**config.mk**
```make
export PLATFORM = sky130hd
export DESIGN_NAME = apb_master_bridge
export DESIGN_NICKNAME = d
export VERILOG_FILES = /design/src/rtl/apb_master_bridge.sv
export SDC_FILE = /design/constraint.sdc
export NUM_CORES = 1
export LEC_CHECK = 0
export CAP_MARGIN = 20
export CORE_ASPECT_RATIO = 1.5
export CORE_MARGIN = 3
export CORE_UTILIZATION = 38
export CTS_CLUSTER_SIZE = 20
export DETAILED_ROUTE_END_ITERATION = 10
export GPL_ROUTABILITY_DRIVEN = 0
export GPL_TIMING_DRIVEN = 0
export PLACE_DENSITY = 0.82
export SYNTH_ARGS = -nofsm -noshare
export SYNTH_HDL_FRONTEND = slang
export SYNTH_SLANG_ARGS = --single-unit
export TNS_END_PERCENT = 5
```
**constraint.sdc**
```tcl
create_clock -name PCLK -period 5 [get_ports PCLK]
set_input_delay 1.25 -clock PCLK [delete_from_list [all_inputs] [get_ports PCLK]]
set_output_delay 1.25 -clock PCLK [all_outputs]
set_load 0.005 [all_outputs]
```
**src/rtl/apb_master_bridge.sv**
```systemverilog
// ---------------------------------------------------------------------------
// apb_master_bridge
//
// APB initiator. A core-side request port, which allows one outstanding
// request at a time, is bridged onto an APB bus with NUM_SLAVES one-hot
// select lines. The request address is decoded into a slave index, the APB
// SETUP/ACCESS sequence is run, and completion comes back as a single-cycle
// ready pulse carrying read data and an error flag.
//
// Handshake: transfer is sampled only while the FSM is IDLE (busy=0). A
// request is accepted on the rising PCLK edge where IDLE && transfer. Its
// completion is signalled by exactly one cycle of ready=1. err and rdata are
// meaningful only in that cycle. Requests raised while busy are dropped, not
// queued. ready is returned in an IDLE cycle, so a transfer held high in that
// cycle is accepted immediately (back-to-back operation).
//
// Ports
//   PCLK, PRESET      clock; asynchronous active-high reset
//   transfer          request strobe (sampled in IDLE only)
//   write             1 = write, 0 = read
//   addr, wdata       request byte address and write data
//   rdata             read data, valid while ready=1
//   ready             one-cycle completion pulse
//   err               with ready: decode miss or PREADY timeout
//   busy              high while in SETUP or ACCESS
//   PADDR, PWRITE,
//   PWDATA, PENABLE,
//   PSEL              APB master outputs (PSEL one-hot)
//   PRDATA, PREADY    packed per-slave read data / ready (slave i at slice i)
// ---------------------------------------------------------------------------
module apb_master_bridge #(
    parameter int          NUM_SLAVES = 4,
    parameter logic [31:0] ADDR_BASE  = 32'h1000_0000,
    parameter int          SLAVE_SPAN = 12,
    parameter int          TIMEOUT    = 16
) (
    input  logic                     PCLK,
    input  logic                     PRESET,
    input  logic                     transfer,
    input  logic                     write,
    input  logic [31:0]              addr,
    input  logic [31:0]              wdata,
    output logic [31:0]              rdata,
    output logic                     ready,
    output logic                     err,
    output logic                     busy,
    output logic [31:0]              PADDR,
    output logic                     PWRITE,
    output logic                     PENABLE,
    output logic [31:0]              PWDATA,
    output logic [NUM_SLAVES-1:0]    PSEL,
    input  logic [32*NUM_SLAVES-1:0] PRDATA,
    input  logic [NUM_SLAVES-1:0]    PREADY
);

    localparam int IDXW = $clog2(NUM_SLAVES);
    // Bits at and above DEC_LO select the peripheral region; the IDXW bits
    // just below select the slave inside it.
    localparam int DEC_LO = SLAVE_SPAN + IDXW;
    localparam int CW     = $clog2(TIMEOUT);

    typedef enum logic [1:0] {
        ST_IDLE   = 2'd0,
        ST_SETUP  = 2'd1,
        ST_ACCESS = 2'd2
    } state_t;

    state_t              state;
    state_t              state_next;
    logic [IDXW-1:0]     sel_idx;
    logic [CW-1:0]       wait_cnt;
    logic                hit;
    logic                sel_ready;
    logic [31:0]         sel_rdata;
    logic [NUM_SLAVES-1:0] sel_onehot;
    logic                timed_out;

    assign hit = (addr >> DEC_LO) == (ADDR_BASE >> DEC_LO);

    // Only the latched slave's PREADY/PRDATA are ever looked at.
    always_comb begin
        sel_ready  = 1'b0;
        sel_rdata  = '0;
        sel_onehot = '0;
        for (int i = 0; i < NUM_SLAVES; i++) begin
            if (sel_idx == IDXW'(i)) begin
                sel_ready     = PREADY[i];
                sel_rdata     = PRDATA[32*i +: 32];
                sel_onehot[i] = 1'b1;
            end
        end
    end

    // wait_cnt holds the number of completed ACCESS cycles without PREADY,
    // so the TIMEOUT-th ACCESS cycle is the one where it reads TIMEOUT-1.
    assign timed_out = (state == ST_ACCESS) && !sel_ready &&
                       (wait_cnt == CW'(TIMEOUT - 1));

    // State register
    always_ff @(posedge PCLK or posedge PRESET) begin
        if (PRESET) begin
            state <= ST_IDLE;
        end else begin
            state <= state_next;
        end
    end

    // Next state and bus control. PSEL/PENABLE/busy decode straight from the
    // state register so an asynchronous reset clears them without waiting
    // for a clock edge.
    always_comb begin
        state_next = state;
        PSEL       = '0;
        PENABLE    = 1'b0;
        busy       = 1'b0;
        case (state)
            ST_IDLE: begin
                if (transfer && hit) begin
                    state_next = ST_SETUP;
                end
            end
            ST_SETUP: begin
                busy       = 1'b1;
                PSEL       = sel_onehot;
                state_next = ST_ACCESS;
            end
            ST_ACCESS: begin
                busy    = 1'b1;
                PSEL    = sel_onehot;
                PENABLE = 1'b1;
                if (sel_ready || timed_out) begin
                    state_next = ST_IDLE;
                end
            end
            default: begin
                state_next = ST_IDLE;
            end
        endcase
    end

    // Request latch, wait counter and completion response
    always_ff @(posedge PCLK or posedge PRESET) begin
        if (PRESET) begin
            PADDR    <= '0;
            PWDATA   <= '0;
            PWRITE   <= 1'b0;
            sel_idx  <= '0;
            wait_cnt <= '0;
            rdata    <= '0;
            ready    <= 1'b0;
            err      <= 1'b0;
        end else begin
            ready <= 1'b0;
            err   <= 1'b0;
            case (state)
                ST_IDLE: begin
                    if (transfer) begin
                        if (hit) begin
                            PADDR   <= addr;
                            PWDATA  <= wdata;
                            PWRITE  <= write;
                            sel_idx <= addr[SLAVE_SPAN +: IDXW];
                        end else begin
                            // Decode miss: answer locally, bus untouched.
                            ready <= 1'b1;
                            err   <= 1'b1;
                            rdata <= '0;
                        end
                    end
                end
                ST_SETUP: begin
                    wait_cnt <= '0;
                end
                ST_ACCESS: begin
                    if (sel_ready) begin
                        ready <= 1'b1;
                        if (!PWRITE) begin
                            rdata <= sel_rdata;
                        end
                    end else if (timed_out) begin
                        ready <= 1'b1;
                        err   <= 1'b1;
                        rdata <= '0;
                    end else begin
                        wait_cnt <= wait_cnt + CW'(1);
                    end
                end
                default: begin
                end
            endcase
        end
    end

endmodule

```
**Yosys cells after proc, flatten, opt, wreduce, memory -nomap -nowiden**

Cells that the tools add are included.

- Output and inout port bits: 105
- Bits in registers: 107
- Word-level logic and storage cells: 73

- Eq/ne operators: 15
- Add/sub/neg operators: 1
- Reductions and logical operators: 14
- Muxes and demuxes: 34

Operators with widths:

| operator | number |
|---|---|
| 32-bit two-way mux | 9 |
| 32-bit case mux with 2 select lines | 1 |
| 18-bit by 15-bit == test with 1-bit output (second input constant) | 1 |
| 1-bit two-way mux | 15 |
| 4-bit two-way mux | 3 |
| 2-bit inequality test (second input constant) | 5 |
| 4-bit case mux with 2 select lines | 1 |
| 2-bit == test (second input constant) | 3 |
| 3-bit inequality test (second input constant) | 2 |
| 2-bit case mux with 3 select lines | 1 |
| 3-bit AND reduction | 2 |
| 5-bit AND reduction | 1 |
| 4-bit by 1-bit adder with 4-bit output (second input constant) | 1 |
| 2-bit by 1-bit == test with 1-bit output (second input constant) | 2 |
| 4-bit == test (second input constant) | 1 |
| 2-bit logical NOT | 2 |
| 2-bit two-way mux | 2 |
| 1-bit case mux with 2 select lines | 2 |
| 2-bit nonzero test | 2 |
| 1-bit logical AND | 3 |
| 2-bit by 1-bit inequality test with 1-bit output (second input constant) | 1 |
| 2-bit AND reduction | 1 |
| 2-bit OR reduction | 1 |
| 1-bit logical NOT | 1 |
| 1-bit logical OR | 1 |

**Logic depth before layout (Yosys ltp)**

Gate-level depths: netlist of the first run.

- Word-level depth: 11
- Gate-level depth with buffers: 8
- Depth with buffers taken out: 6

**Worst setup path before layout of the first run**

No wires, ideal clock.

- Kind: input to register
- Start point: input port PREADY[3]
- End point: register rdata[24]
- Stages: 5
- Arrival time: 2.785 ns
- Setup slack: 2.090 ns
- Cells stage by stage: mux4_2 -> and3_1 -> a211oi_4 -> buf_6 -> mux2_2

- Cells in the longest elaborated chain, start to end: 6
- Elaborated cells between the ends (all ways): 9
- Classes of those cells: 2 x eq/ne; 3 x mux; 4 x reduce/logical

RTL lines:

| what | RTL line | RTL |
|---|---|---|
| start, declared | 53 | `input logic [NUM_SLAVES-1:0] PREADY` |
| 1-bit two-way mux (*) | 86 | `if (sel_idx == IDXW'(i)) begin` |
| 1-bit logical NOT | 96 | `assign timed_out = (state == ST_ACCESS) && !sel_ready &&` |
| 1-bit logical AND (2 in a row) | 96 |  |
| 3-bit inequality test (no source line) | n/a |  |
| 5-bit AND reduction (no source line) | n/a |  |
| end signal, assigned | 178 | `rdata <= sel_rdata;` |
| end, declared | 43 | `output logic [31:0] rdata,` |

Every way passes the cells marked *; elsewhere a longest branch is shown, timed or not.
A chain may end at the register's enable or synchronous reset.

==> results.md, run 1 <==
* RSZ-0062 raised after global routing: false
* Hold WC Path Type: reg2reg
* Clk slew on worst S/H paths at roughly 80 ps
* Pre-CTS setup slack at between 1000 and 1500 ps
* Cts repair resizes at 0
* Netlist cell types at 33
* Primary FF master, synth: dfrtp_1
* Nets at 864
* M1 WL at 5289 µm
* Die area at 14710 µm²
* Top cell type's share of synthesized area at approximately 52%
* Routed via count at ~4200
* Met3 Routed Length at 1756 µm
* Core area at between 10000 and 15000 µm²
* Post-synth top cells: dfrtp_1 (105), mux2_2 (75), and3_1 (34), mux4_2 (33), nor2b_1 (17)
* Vias/cell at about 5.1
* Slew headroom at slightly below 60%
* Fmax at ~260 MHz
* Cell area after synthesis at approximately 5000 µm²
* Final hold viol count at 0
* Tcrit/Tclk final at approximately three quarters
* Cells after synthesis at ~340
* WL met2 at between 8000 and 9000 µm
* Final Setup Violations at 0
* Placed instance count at 805
* Final ANT Viol Nets at 0
* #FFs+latches synth at 105
* Remaining DRCs at 0
* Post-CTS setup buffer count at 0
* First-pass GRT wire length at ~25000 µm
* Final worst path period need at 3780 ps
* Most common cell in the netlist: dfrtp_1
* Synth async-reset ratio at 100.0%
* Peak supply drop at ~0.17 mV
* I/O Pins at ~310
* Syn_area_per_cell at between 10 and 15 µm²
* Drt total wl at between 15000 and 20000 µm
* GRT overflow at 0
* H-tree depth at 3
* Total nets after synthesis at 548
* Top sig layer: met4
* Cell Count, Final, Fillers Out at approximately 820
* Ant diodes at 0
* Worst Hold Margin at 470.6 ps
* Final WS setup at around 1200 ps
* Total Routing Usage GR at 21.96%
* Post-synth EDFFs at 0
* Std-Cell Rows at 50
* Seq/Total Area, Yosys at 52.14%
* Max-cap violation count at 0
* Leakage at ~3.9 nW
* Largest net degree at the start of global routing at between 60 and 70
* Max Fanout on Critical Path at 10
* Share of cells above drive strength 1 at a little over a fifth
* Critical Path End Type: output pin
* Arrival @ worst endpoint at roughly 2500 ps
* Sum Neg Setup Slack at 0 ps
* Worst-skew pair later-pin latency at ~350 ps
* Number of I/O port buffers at about 300
* Layout area overhead at 71.03%
* Wire per inst at 19.97 µm
* Detailed placer's ending HPWL at approximately 14000 µm
* Slew Limit Fails at 0
* Top post-synthesis cells by area: dfrtp_1 (52%), mux2_2 (17%), mux4_2 (15%)
* Vias in the first global route at around 4700
* Outcome: complete, no violations
* Hold-fix buffers at CTS at 0
* Clock Skew at 10.21 ps
* Initial Utilization at 39.68%
* Area leader, netlist: dfrtp_1
* Critical path type: reg2out
* Root buffer cell: clkbuf_16
* Power per cell area at ~210 nW/µm²
* Initial DRC Count at 87
* Clock buffer count from CTS at 9
* Ys Warns at 0
* First-pass DRT Iterations at 4
* Setup crit start kind: flip-flop
* Clk sink count at around 110
* CTS tree: built
* Die H at roughly 150 µm
* Die width at 100.0 µm
* Max Buffers Root-to-Sink at 2
* Initial antenna violation count at 0
* Critical Path RT at roughly 3800 ps
* Worst slew pin tran at roughly 630 ps
-- critical path: stages, from the launching register on --
cell and delay [ps]:
dfrtp_1 380, clkbuf_1 510, clkbuf_1 520, and3b_1 250
clkdlybuf4s50_1 520
-- state kept, by name, indices dropped and copies added, names as in the netlist --
| signal | count |
|---|---|
| PADDR | 32 |
| PWDATA | 32 |
| rdata | 32 |
| wait_cnt | 4 |
| state | 2 |
| PWRITE | 1 |
| err | 1 |
| ready | 1 |
-- worst paths after layout --
check / slack (ps) / to / depth (start not counted) / start
max: 1220 / PSEL[2] / 4 / PADDR[13]
min: 470 / PADDR[28] / 1 / PADDR[28]
max reg2reg: 2540 / rdata[22] / 5 / PADDR[13]
min reg2reg: 470 / PADDR[28] / 1 / PADDR[28]
max in group asynchronous: 3010 / rdata[27] / 3 / PRESET
min in group asynchronous: 1290 / PWDATA[3] / 2 / PRESET
-- power by group --
group / internal, W / leakage [nW] / switching (W)
clock network: 0.000400 / 0.150 / 0.000332
logic: 0.000164 / 2.26 / 0.0000568
registers: 0.000849 / 1.45 / 0.000000568
-- layout make-up --
type,count,area (µm²)
Fill cell,959,4080
Timing Repair Buffer,305,3070
Sequential cell,105,2628
Multi-Input combinational cell,210,2267
Clock buffer,9,225.2
Tap cell,156,195.2
Buffer,25,130.1
Clock inverter,7,86.33
Inverter,4,17.52
-- layer usage --
layer / GRT usage (%) / vias to the layer above
li1: - / 1899
met1: 22.04 / 2062
met2: 41.31 / 234
met3: 7.078 / 26
met4: 8.092 / 0
met5: 0 / -
-- cells in the final DEF (no fill, tap or decap), types with 2 or more instances in the layout --
master,n
mux2_1,5
nand3_1,2
nor2b_1,17
inv_8,2
and3_1,34
mux2_2,75
dfrtp_1,105
inv_1,3
a21oi_1,2
clkbuf_16,9
nor2_1,4
inv_6,2
buf_2,8
clkdlybuf4s50_1,304
ha_1,4
nand2b_1,4
nor4_1,3
nand2_1,11
buf_6,3
mux2i_1,2
clkbuf_1,13
mux4_2,33
-- cell families after synthesis --
family	Yosys count	share of synthesized area (%)
flops	105	52.14
buf+inv	29	2.880
fa+ha+maj	4	0.9931
simple gates	85	9.955
compound gates	6	1.018
mux	115	33.02
-- through the flow --
| stage | area [µm²] | util (%) | power (W) |
|---|---|---|---|
| floorplan | 5040 | - | 0.0009144 |
| global placement | 8278 | 65.18 | 0.001082 |
| detailed placement | 8308 | 65.42 | 0.001090 |
| CTS | 8620 | 67.87 | 0.001828 |
| global route | 8620 | 67.87 | 0.001870 |
| finish | 8620 | 67.87 | 0.001803 |
(Power assumes the default switching activity.)
==> run 2: changes to the inputs <==
==> constraint.sdc (replaced) <==
create_clock -name PCLK -period 3.5 [get_ports PCLK]
set_input_delay 0.875 -clock PCLK [delete_from_list [all_inputs] [get_ports PCLK]]
set_output_delay 0.875 -clock PCLK [all_outputs]
set_load 0.005 [all_outputs]
==> results.md, run 2 (same netlist as run 1, synthesis figures left out) <==
* # fillers at about 930
* Setup crit start kind: flip-flop
* Nets at 864
* Die width at approximately 100 µm
* Ant diodes at 0
* Max Fanout on Critical Path at 12
* Root buffer cell: clkbuf_16
* Die area at between 10000 and 15000 µm²
* Peak supply drop at around 0.24 mV
* Logic pwr share at about 13%
* Final WS setup at ~330 ps
* Hold WC Path Type: reg2reg
* Total Routing Usage GR at between 20% and 30%
* Vias/cell at 5.144
* RSZ-0062 raised after global routing: false
* Max-cap violation count at 0
* Arrival @ worst endpoint at 2290 ps
* Remaining DRCs at 0
* Drt total wl at between 15000 and 20000 µm
* Initial antenna violation count at 1
* First-pass DRT Iterations at 4
* Sum Neg Setup Slack at 0 ps
* CTS tree: built
* Clock Skew at about 11 ps
* Max Buffers Root-to-Sink at 2
* Critical path type: reg2out
* Wire per inst at about 20 µm
* Number of I/O port buffers at just over 300
* Commonest non-fill, non-tap cell in the layout: clkdlybuf4s50_1
* Power per cell area at between 200 and 300 nW/µm²
* Outcome: complete, no violations
* Final worst path period need at 3169 ps
* Initial Utilization at between 30% and 40%
* Vias in the first global route at roughly 5000
* Final hold viol count at 0
* Int Pwr at between 0.0015 and 0.002 W
* Layout area overhead at 71.10%
* Cell Count, Final, Fillers Out at 821
* I/O Pins at just over 300
* Slew Limit Fails at 0
* Share of cells above drive strength 1 at between 20% and 30%
* Switching Power at 0.0005553 W
* Routed via count at between 4000 and 5000
* Seq pwr share at roughly half
* Std-Cell Rows at 50
* Largest registers: PADDR x32, PWDATA x32, rdata x32
* GRT overflow at 0
* Critical Path RT at between 2000 and 3000 ps
* H-tree depth at 3
* First-pass GRT wire length at around 25000 µm
* Cts repair resizes at 0
* Leakage at between 3 and 4 nW
* Initial DRC Count at ~110
* Fmax at around 320 MHz
* Tcrit/Tclk final at slightly above 90%
* Post-CTS setup buffer count at 0
* Core area at roughly 13000 µm²
* Worst slew pin tran at approximately 900 ps
* Clk slew on worst S/H paths at ~80 ps
* Placed Area at 8329 µm²
* Pre-CTS setup slack at approximately 180 ps
* Finished Cell Area at 8623 µm²
* Detailed placer's ending HPWL at roughly 13000 µm
* Placed instance count at 806
* Clock buffer count from CTS at 9
* Clk sink count at ~110
* Clock power frac at between 30% and 40%
* Critical Path End Type: output pin
* Die H at approximately 150 µm
* Worst Hold Margin at 489.2 ps
* Worst-skew pair later-pin latency at between 300 and 400 ps
* Final ANT Viol Nets at 0
* Hold-fix buffers at CTS at 0
* Slew headroom at 40.06%
* Final Setup Violations at 0
* Largest net degree at the start of global routing at 43
* Most frequent cells in the layout: clkdlybuf4s50_1 (304), dfrtp_1 (105), mux2_2 (75)
* Switching part of the total power at between 20% and 30%
## run 2: cell types whose count changed in the layout (fill, tap and decap cells not counted)
cell        previous run  this run
clkbuf_8               0         1
buf_12                 0         1
clkinvlp_4             1         2
inv_8                  2         0
inv_4                  1         0
bufinv_16              1         0
clkinv_8               0         1
inv_6                  2         4
clkinv_4               1         0
clkbuf_1              13        12
## run 2: critical path: stages, from the launching register on
cell and delay (ps):
dfrtp_1 700, clkbuf_1 480, and3b_1 250, clkdlybuf4s50_1 520
## run 2: final cells by class
| class | instances | area (µm²) | area share [%] |
|---|---|---|---|
| timing repair buffer | 306 | 3090 | 35.84 |
| sequential | 105 | 2628 | 30.47 |
| multi-input combinational | 210 | 2267 | 26.29 |
| clock buffer | 10 | 239.0 | 2.771 |
| tap | 156 | 195.2 | 2.263 |
| buffer | 24 | 126.4 | 1.465 |
| clock inverter | 6 | 58.81 | 0.6820 |
| inverter | 4 | 18.77 | 0.2176 |
## run 2: through the flow
step	util [%]	power, W
CTS	67.93	0.002560
finish	67.90	0.002524
global placement	65.21	0.001545
floorplan	-	0.001307
detailed placement	65.59	0.001558
global route	67.90	0.002629
## run 2: layer usage
metal | GRT usage, % | wire length (µm) | vias up | share of wire, %
li1 | - | - | 1897 | -
met1 | 22.34 | 5198 | 2077 | 32
met2 | 41.04 | 8801 | 222 | 54
met3 | 7.981 | 1831 | 25 | 11
met4 | 6.608 | 317 | 2 | 2.0
met5 | 0 | 11 | - | 0.068
## run 2: power groups by stage
stage | combinational (W) | clock [W] | sequential [W]
final | 0.000317 | 0.000993 | 0.00121
after global routing | 0.000338 | 0.00108 | 0.00121
after CTS | 0.000322 | 0.00102 | 0.00121
after detailed placement | 0.000320 | 0 | 0.00124
after global placement | 0.000306 | 0 | 0.00124
after floorplan | 0.0000684 | 0 | 0.00124
## run 2: final timing paths
kind / startpoint / cells after the start / slack, ps / end
max reg2reg: PADDR[13] / 7 / 860 / rdata[15]
min: PADDR[28] / 1 / 490 / PADDR[28]
max in group asynchronous: PRESET / 4 / 1570 / ready
min in group asynchronous: PRESET / 2 / 1060 / PWDATA[9]
min reg2reg: PADDR[28] / 1 / 490 / PADDR[28]
max: PADDR[13] / 3 / 330 / PSEL[2]
==> run 3: changes to the inputs <==
--- a/config.mk
+++ b/config.mk
@@ -11,9 +11,9 @@
 export CORE_UTILIZATION = 38
 export CTS_CLUSTER_SIZE = 20
 export DETAILED_ROUTE_END_ITERATION = 10
-export GPL_ROUTABILITY_DRIVEN = 0
 export GPL_TIMING_DRIVEN = 0
 export PLACE_DENSITY = 0.82
+export SETUP_SLACK_MARGIN = 0.02
 export SYNTH_ARGS = -nofsm -noshare
 export SYNTH_HDL_FRONTEND = slang
 export SYNTH_SLANG_ARGS = --single-unit
==> results.md, run 3 (same netlist as run 1, synthesis figures left out) <==
* Placed Area at about 8300 µm²
* Hold endpoint: rdata[22]
* Number of I/O port buffers at ~300
* Drt total wl at 16200 µm
* Finished Cell Area at between 8000 and 9000 µm²
* Critical path type: reg2out
* Max Buffers Root-to-Sink at 2
* Power per cell area at just under 300 nW/µm²
* Die width at around 100 µm
* GRT overflow at 0
* RSZ-0062 raised after global routing: false
* Layout area overhead at 71.20%
* Reg2reg path depth at 7
* GR Layer Usage met1 at between 20 and 25%
* Total Routing Usage GR at 21.95%
* Most frequent cells in the layout: clkdlybuf4s50_1 (304), dfrtp_1 (105), mux2_2 (75)
* Critical Path End Type: output pin
* Sum Neg Setup Slack at 0 ps
* Vias in the first global route at slightly below 5000
* Max Fanout on Critical Path at 10
* Remaining DRCs at 0
* Share of cells above drive strength 1 at between 20% and 30%
* Hold depth at 1
* Clock Skew at ~10 ps
* I/O Pins at 305
* Int Pwr at about 0.002 W
* Post-CTS setup buffer count at 0
* FF-to-FF Start: PADDR[12]
* Critical Path RT at 2620 ps
* Cell Count, Final, Fillers Out at 822
* Nets at between 800 and 900
* Wire per inst at between 15 and 20 µm
* Vias/cell at ~5.2
* Placed instance count at 806
* Final ANT Viol Nets at 0
* First-pass DRT Iterations at 4
* Std-Cell Rows at 50
* Switching Power at 0.0005557 W
* Met3 Use GR at 7.981%
* H-tree depth at 3
* Clock power frac at ~39%
* Reg2Reg Setup Slack at ~1100 ps
* Tcrit/Tclk final at 92.33%
* Worst-skew pair later-pin latency at about 340 ps
* Final hold viol count at 0
* Initial antenna violation count at 1
* Commonest non-fill, non-tap cell in the layout: clkdlybuf4s50_1
* Logic pwr share at between 10% and 20%
* Final WS setup at 268.5 ps
* Die H at around 150 µm
* Setup crit start kind: flip-flop
* Root buffer cell: clkbuf_16
* Routed via count at about 4200
* Seq pwr share at between 40% and 50%
* Ant diodes at 0
* Max-cap violation count at 0
* Core area at 12700 µm²
* Clk slew on worst S/H paths at about 80 ps
* Worst slew pin tran at just under 900 ps
* Largest net degree at the start of global routing at 43
* Slew headroom at 40.29%
* Hold WC Path Type: reg2reg
* Initial Utilization at between 30% and 40%
* Pre-CTS setup slack at approximately 180 ps
* Clock buffer count from CTS at 9
* Detailed placer's ending HPWL at about 13000 µm
* Fmax at approximately 310 MHz
* Slew Limit Fails at 0
* Die area at 14710 µm²
* Gpl congestion at between 0.8 and 0.9
* First-pass GRT wire length at ~25000 µm
* Worst flop-to-flop path endpoint: rdata[15]
* Leakage at slightly below 4 nW
* Final Setup Violations at 0
* Met2 GRT Util at about two fifths
* Most Crowded Layer GR: met2
* CTS tree: built
* Outcome: complete, no violations
* Hold_sp: rdata[22]
* Final worst path period need at between 3000 and 4000 ps
* Initial DRC Count at approximately 110
* Switching part of the total power at roughly 22%
* Arrival @ worst endpoint at roughly 2400 ps
* Clk sink count at between 100 and 150
* Largest registers: PADDR x32, PWDATA x32, rdata x32
* Peak supply drop at around 0.23 mV
==> run 3: per-stage QoR <==
stage	hold slack (ps)	util, %	power [W]
2_1_floorplan	457.8	-	0.001307
3_3_place_gp	454.7	65.21	0.001545
3_5_place_dp	468.8	65.59	0.001558
4_1_cts	487.5	67.93	0.002560
5_1_grt	500.7	67.94	0.002629
6_report	487.7	67.94	0.002525
==> run 3: repair_timing <==
item,in CTS,in global routing
hold buffers,0,0
setup endpoints to repair,0,2
resized for setup,0,2
endpoints found under the hold margin,0,0
==> run 3: cell type report <==
class	count	area (µm²)
Clock inverter	6	58.81
Timing Repair Buffer	306	3090
Fill cell	926	4071
Multi-Input combinational cell	210	2267
Tap cell	156	195.2
Buffer	25	131.4
Sequential cell	105	2628
Inverter	4	18.77
Clock buffer	10	239.0
==> run 3: worst max-delay path, stage by stage (launching register included) <==
cell             delay [ps]
dfrtp_1                 450
clkbuf_2                320
clkbuf_1                470
and3b_1                 250
clkdlybuf4s50_1         520
==> run 3: worst max path at each step <==
stage	endpoint	cells past startpoint	start	slack [ps]
finish	PSEL[2]	4	PADDR[13]	270
detailed placement	PADDR[4]	7	addr[18]	180
floorplan	rdata[24]	5	PREADY[3]	960
global route	PSEL[2]	4	PADDR[13]	160
global placement	PADDR[0]	7	addr[18]	250
CTS	PSEL[2]	4	PADDR[13]	30
==> run 3: per-layer routing <==
layer / vias to the layer above / part of all wire (%)
li1: 1899 / -
met4: 2 / 2.0
met3: 25 / 11
met1: 2086 / 32
met5: - / 0.11
met2: 224 / 54
==> run 3: power groups by stage <==
stage	sequential, W	clock, W	combinational (W)
2_1_floorplan	0.00124	0	0.0000684
3_3_place_gp	0.00124	0	0.000306
3_5_place_dp	0.00124	0	0.000320
4_1_cts	0.00121	0.00102	0.000322
5_1_grt	0.00121	0.00108	0.000338
6_report	0.00121	0.000994	0.000317
